==> config.mk <==
export PLATFORM = sky130hd
export DESIGN_NAME = lv_bist_sched
export DESIGN_NICKNAME = d
export VERILOG_FILES = /design/src/rtl/lv_bist_sched.sv
export SDC_FILE = /design/constraint.sdc
export NUM_CORES = 1
export LEC_CHECK = 0
export BUFFER_PORTS_ARGS = -buffer_cell sky130_fd_sc_hd__buf_2
export CELL_PAD_IN_SITES_DETAIL_PLACEMENT = 0
export CELL_PAD_IN_SITES_GLOBAL_PLACEMENT = 1
export CORE_AREA = 2 2 64 66
export DETAILED_ROUTE_END_ITERATION = 10
export DIE_AREA = 0 0 66 68
export PLACE_DENSITY = 0.8
export SYNTH_ARGS = -nofsm -noshare
export SYNTH_HDL_FRONTEND = slang
export SYNTH_SLANG_ARGS = --single-unit
==> constraint.sdc <==
create_clock -name i_clk -period 6 [get_ports i_clk]
set_clock_uncertainty 0.15 [all_clocks]
set_input_delay 1.2 -clock i_clk [delete_from_list [all_inputs] [get_ports i_clk]]
set_output_delay 1.2 -clock i_clk [all_outputs]
set_load 0.1 [all_outputs]
==> src/rtl/lv_bist_sched.sv <==
// Upstream scheduler for the LV logic BIST engine: settle delay, run, retry, verdict.
// Optional build macro LV_BIST_SKIP_EN adds i_bist_skip to bypass BIST with a pass verdict.
//
// state  | meaning
// IDLE   | waiting for i_pwr_ok
// DLY    | settle delay before the first attempt
// RUN    | o_bist_en high, waiting for done or watchdog
// EVAL   | one cycle to judge the latched result
// GAP    | o_bist_en low so the engine's counters clear
// DONE   | verdict held until i_pwr_ok drops
module lv_bist_sched #(
    parameter int START_DLY      = 64,
    parameter int BIST_GAP       = 4,
    parameter int BIST_RETRY_NUM = 2,
    parameter int DONE_TMO       = 120000
) (
    input  logic                                  i_clk,
    input  logic                                  i_rst,
    input  logic                                  i_pwr_ok,
`ifdef LV_BIST_SKIP_EN
    input  logic                                  i_bist_skip,
`endif
    output logic                                  o_bist_en,
    input  logic                                  i_lv_bist_done,
    input  logic                                  i_owt_bist_rult,
    input  logic                                  i_scan_reg_bist_rult,
    input  logic                                  i_hv_intb_bist_rult,
    output logic                                  o_bist_busy,
    output logic                                  o_bist_pass,
    output logic                                  o_bist_fail,
    output logic                                  o_bist_cmplt,
    output logic [2:0]                            o_bist_rult,
    output logic                                  o_bist_tmo,
    output logic [$clog2(BIST_RETRY_NUM+2)-1:0]   o_bist_try_cnt
);
    localparam int TW     = $clog2(BIST_RETRY_NUM + 2);
    localparam int CMAX_A = (START_DLY > BIST_GAP) ? START_DLY : BIST_GAP;
    localparam int CMAX   = (CMAX_A > DONE_TMO) ? CMAX_A : DONE_TMO;
    localparam int CW     = $clog2(CMAX + 1);

    typedef enum logic [2:0] {S_IDLE, S_DLY, S_RUN, S_EVAL, S_GAP, S_DONE} state_t;

    state_t          state_q, state_d;
    logic [CW-1:0]   cnt_q, cnt_d;
    logic [TW-1:0]   try_q, try_d;
    logic            en_q, en_d;
    logic            busy_q, busy_d;
    logic            pass_q, pass_d;
    logic            fail_q, fail_d;
    logic            cmplt_q, cmplt_d;
    logic [2:0]      rult_q, rult_d;
    logic            tmo_q, tmo_d;

    // One counter serves the DLY, RUN-watchdog and GAP timers; each state reloads it on entry.
    always_comb begin
        state_d = state_q;
        cnt_d   = cnt_q;
        try_d   = try_q;
        en_d    = en_q;
        pass_d  = pass_q;
        fail_d  = fail_q;
        rult_d  = rult_q;
        tmo_d   = tmo_q;

        case (state_q)
            S_IDLE: begin
                if (i_pwr_ok) begin
                    cnt_d  = '0;
                    try_d  = '0;
                    tmo_d  = 1'b0;
                    pass_d = 1'b0;
                    fail_d = 1'b0;
                    rult_d = 3'b000;
                    state_d = S_DLY;
`ifdef LV_BIST_SKIP_EN
                    if (i_bist_skip) begin
                        pass_d  = 1'b1;
                        rult_d  = 3'b111;
                        state_d = S_DONE;
                    end
`endif
                end
            end
            S_DLY: begin
                if (cnt_q == CW'(START_DLY - 1)) begin
                    state_d = S_RUN;
                    en_d    = 1'b1;
                    try_d   = TW'(1);
                    cnt_d   = '0;
                end else begin
                    cnt_d = cnt_q + CW'(1);
                end
            end
            S_RUN: begin
                if (i_lv_bist_done) begin
                    state_d = S_EVAL;
                    rult_d  = {i_hv_intb_bist_rult, i_scan_reg_bist_rult, i_owt_bist_rult};
                    tmo_d   = 1'b0;
                    en_d    = 1'b0;
                end else if (cnt_q == CW'(DONE_TMO - 1)) begin
                    state_d = S_EVAL;
                    rult_d  = 3'b000;
                    tmo_d   = 1'b1;
                    en_d    = 1'b0;
                end else begin
                    cnt_d = cnt_q + CW'(1);
                end
            end
            S_EVAL: begin
                if (&rult_q) begin
                    state_d = S_DONE;
                    pass_d  = 1'b1;
                end else if (try_q <= TW'(BIST_RETRY_NUM)) begin
                    state_d = S_GAP;
                    cnt_d   = '0;
                end else begin
                    state_d = S_DONE;
                    fail_d  = 1'b1;
                end
            end
            S_GAP: begin
                if (cnt_q == CW'(BIST_GAP - 1)) begin
                    state_d = S_RUN;
                    en_d    = 1'b1;
                    try_d   = try_q + TW'(1);
                    cnt_d   = '0;
                end else begin
                    cnt_d = cnt_q + CW'(1);
                end
            end
            S_DONE: ;
            default: state_d = S_IDLE;
        endcase

        // Losing the supply abandons whatever is in flight, without a completion pulse.
        if (!i_pwr_ok && (state_q != S_IDLE)) begin
            state_d = S_IDLE;
            cnt_d   = '0;
            try_d   = '0;
            en_d    = 1'b0;
            pass_d  = 1'b0;
            fail_d  = 1'b0;
            rult_d  = 3'b000;
            tmo_d   = 1'b0;
        end

        busy_d  = (state_d == S_DLY) || (state_d == S_RUN) ||
                  (state_d == S_EVAL) || (state_d == S_GAP);
        cmplt_d = (state_d == S_DONE) && (state_q != S_DONE);
    end

    always_ff @(posedge i_clk) begin
        if (i_rst) begin
            state_q <= S_IDLE;
            cnt_q   <= '0;
            try_q   <= '0;
            en_q    <= 1'b0;
            busy_q  <= 1'b0;
            pass_q  <= 1'b0;
            fail_q  <= 1'b0;
            cmplt_q <= 1'b0;
            rult_q  <= 3'b000;
            tmo_q   <= 1'b0;
        end else begin
            state_q <= state_d;
            cnt_q   <= cnt_d;
            try_q   <= try_d;
            en_q    <= en_d;
            busy_q  <= busy_d;
            pass_q  <= pass_d;
            fail_q  <= fail_d;
            cmplt_q <= cmplt_d;
            rult_q  <= rult_d;
            tmo_q   <= tmo_d;
        end
    end

    assign o_bist_en      = en_q;
    assign o_bist_busy    = busy_q;
    assign o_bist_pass    = pass_q;
    assign o_bist_fail    = fail_q;
    assign o_bist_cmplt   = cmplt_q;
    assign o_bist_rult    = rult_q;
    assign o_bist_tmo     = tmo_q;
    assign o_bist_try_cnt = try_q;

endmodule

==> metrics <==
syn_area_per_cell=8.329 sq um; Tcrit/Tclk final=0.5240; initial antenna violation count=0; Cell Chain, Critical Path=buf_2 > or4_1 > o211ai_1 > nor2_1 > nand3_1 > or4b_1 > a21oi_1; Critical Path AT=3210 ps; Fmax achieved=0.3181 GHz; Synth top cells by count=nor2_1, dfxtp_1, nand3_1, xor2_1; worst-margin pin slew=979.2 ps; die footprint=0.004488 sq mm; area delta synth->final=10.84%; clock slew at reported path FFs=60 ps; cts hold-fix bufs=0; switching share of power=0.2627; Pwr Density=221.0 mW/mm^2; internal power=302.3 uW; count leader, synth=nor2_1; # DRC=0; Post-Syn Area=0.001674 sq mm; Core Area=0.003856 sq mm; Hold Worst Slack=328.2 ps; Yosys Warn Count=0; WL final=3747 um; Num CTS Buffers=5; ANT nets after route=0; total grt overflow=0; met1 WL=1706 um; Crit Path Max Fanout=15; Pre-antenna DRT Iters=4; Total Power=410.0 uW; met2 WL post-DR=1768 um; Total GRT Usage=0.1809; Clock power frac=0.383; Post-DP HPWL=2639 um; largest net degree at the start of global routing=18; area leader, netlist=dfxtp_1; Die X=66 um; nets@finish=225; n_diodes=0; dpl cell area=0.001774 sq mm; setup TNS=0 ps; TritonCTS clock tree=done; worst setup path startpoint=i_pwr_ok; type of origin of the critical path=input pin; Psw=107.7 uW; Yosys reg bits=31; highest metal used=met4; worst endpoint required time=6060 ps; Synth area leaders=dfxtp_1, nor2_1, xor2_1, nand3_1, and3_1; relative max-transition margin=0.3448; clock latency at the later pin of the worst-skew pair=280 ps; CP endpoint kind=flop; Leak Pwr=0.6969 nW; worst hold-check path type=flop to flop; die height=68 um; Root Driver=clkbuf_8; wire per inst=14.03 um; Comb pwr share=0.098; critical path's largest stage delay=760 ps; R2R setup slack=3270 ps; Initial DRC Count=99; via/cell ratio=5.581; Final Util=0.4812; deepest clock path buffer count=2; Clock H-tree levels=2; RD Place Congestion=0.8831; Starting Density=0.4341; ys async rst share=0; Synth top area share=0.3707; clock tree sinks=31; slowest library cell on the worst path=nor2_1; ratio of cells with drive above 1 in the final layout=0.1382; Final Critical Period=3144 ps; metal3 WL=210 um; site row count=23; outcome=finished, final reports clean; Final Slew Violations=0; Syn Inst Count=201; cts repair resizes=0; Design Area, Final=0.001856 sq mm; Synth cell types=45; Post-Syn Nets=210; Fin. Hold Viols=0; num ports=18; Peak VDD IR=0.09759 mV; via count=1490; max-cap violations=0; R2R Path Start=state_q[2]; Post-CTS Setup Inserts=0; unrepaired setup endpoints after global routing=false; Synth Flop Type=dfxtp_1; final setup vio count=0; vias in the first global route=1392; post-synthesis sequential area ratio=0.3707; sequential power share=0.518; critical setup path kind=input pin to flop; Post-synth EDFFs=0; global-route wire length before repair=6251 um; Hold Crit Start=o_bist_tmo; IO buf count=17
-- stage by stage --
| step | instances | worst slack [ps] |
|---|---|---|
| after floorplan | 201 | 3158 |
| after global placement | 259 | 2704 |
| after detailed placement | 259 | 2620 |
| after CTS | 267 | 2926 |
| after global routing | 267 | 2721 |
| final | 267 | 2856 |
-- placed cells by master (no fill, tap or decap), types with 2 or more instances in the layout --
| cell type | netlist | routed |
|---|---|---|
| o21bai_1 | 2 | 2 |
| nor4_1 | 3 | 3 |
| a31oi_1 | 2 | 2 |
| nand2b_1 | 4 | 4 |
| buf_2 | 5 | 17 |
| a22oi_1 | 3 | 3 |
| o21ai_0 | 6 | 6 |
| nand2_1 | 9 | 9 |
| nor4_2 | 3 | 3 |
| nand3_1 | 13 | 13 |
| xor2_1 | 13 | 13 |
| ha_1 | 2 | 2 |
| clkbuf_8 | 0 | 5 |
| nand4_1 | 8 | 8 |
| o31a_1 | 2 | 2 |
| dfxtp_1 | 31 | 31 |
| clkbuf_1 | 2 | 2 |
| nor3_1 | 6 | 6 |
| inv_1 | 6 | 6 |
| a21oi_1 | 8 | 8 |
| and4_1 | 3 | 3 |
| nand3b_1 | 3 | 3 |
| and3_1 | 9 | 9 |
| nand4b_1 | 2 | 2 |
| xnor2_1 | 2 | 2 |
| nor2_1 | 34 | 34 |
-- path summary, 6_finish.rpt --
kind / to / cells after the start
hold / removal: o_bist_tmo / 2
hold reg to reg: o_bist_tmo / 2
setup reg to reg: cnt_q[15] / 6
setup / recovery: cnt_q[15] / 7
-- state kept, by name, summed over array words and instances, names as in the netlist --
signal / count
cnt_q: 17
o_bist_rult: 3
state_q: 3
o_bist_try_cnt: 2
o_bist_busy: 1
o_bist_cmplt: 1
o_bist_en: 1
o_bist_fail: 1
o_bist_pass: 1
o_bist_tmo: 1
-- layout make-up --
type,count,area (sq um)
clock buffers,7,76.32
clock inverters,1,5.005
fillers,383,2001
inverters,6,22.52
multi-input cells,155,983.4
flip-flops and latches,31,620.6
well taps,50,62.56
repair buffers,17,85.08
-- power groups by stage --
stage	Clock (mW)	Sequential, mW	Combinational, mW
final	0.157	0.212	0.0403
after global routing	0.172	0.213	0.0441
after CTS	0.161	0.212	0.0402
after detailed placement	0	0.217	0.0401
after global placement	0	0.217	0.0396
after floorplan	0	0.223	0.0275
-- layer usage --
metal	vias up	GRT usage
li1	762	-
met3	8	0.04605
met5	-	0
met2	42	0.3018
met4	0	0.08163
met1	678	0.2207
-- worst max-delay path, delay by kind of cell --
kind	cells	cell delay [ps]
compound gates	2	250
simple gates	4	1570
buf+inv	1	180
-- logic make-up after synthesis --
| kind of cell | synth area share |
|---|---|
| multiplexers | 0.005979 |
| buffers and inverters | 0.04185 |
| flip-flops | 0.3707 |
| AND/OR/NAND/NOR | 0.3438 |
| adder cells (fa/ha/maj) | 0.01495 |
| AO/OA/AOI/OAI | 0.1443 |
| XOR/XNOR | 0.07848 |
(Power assumes the default switching activity.)
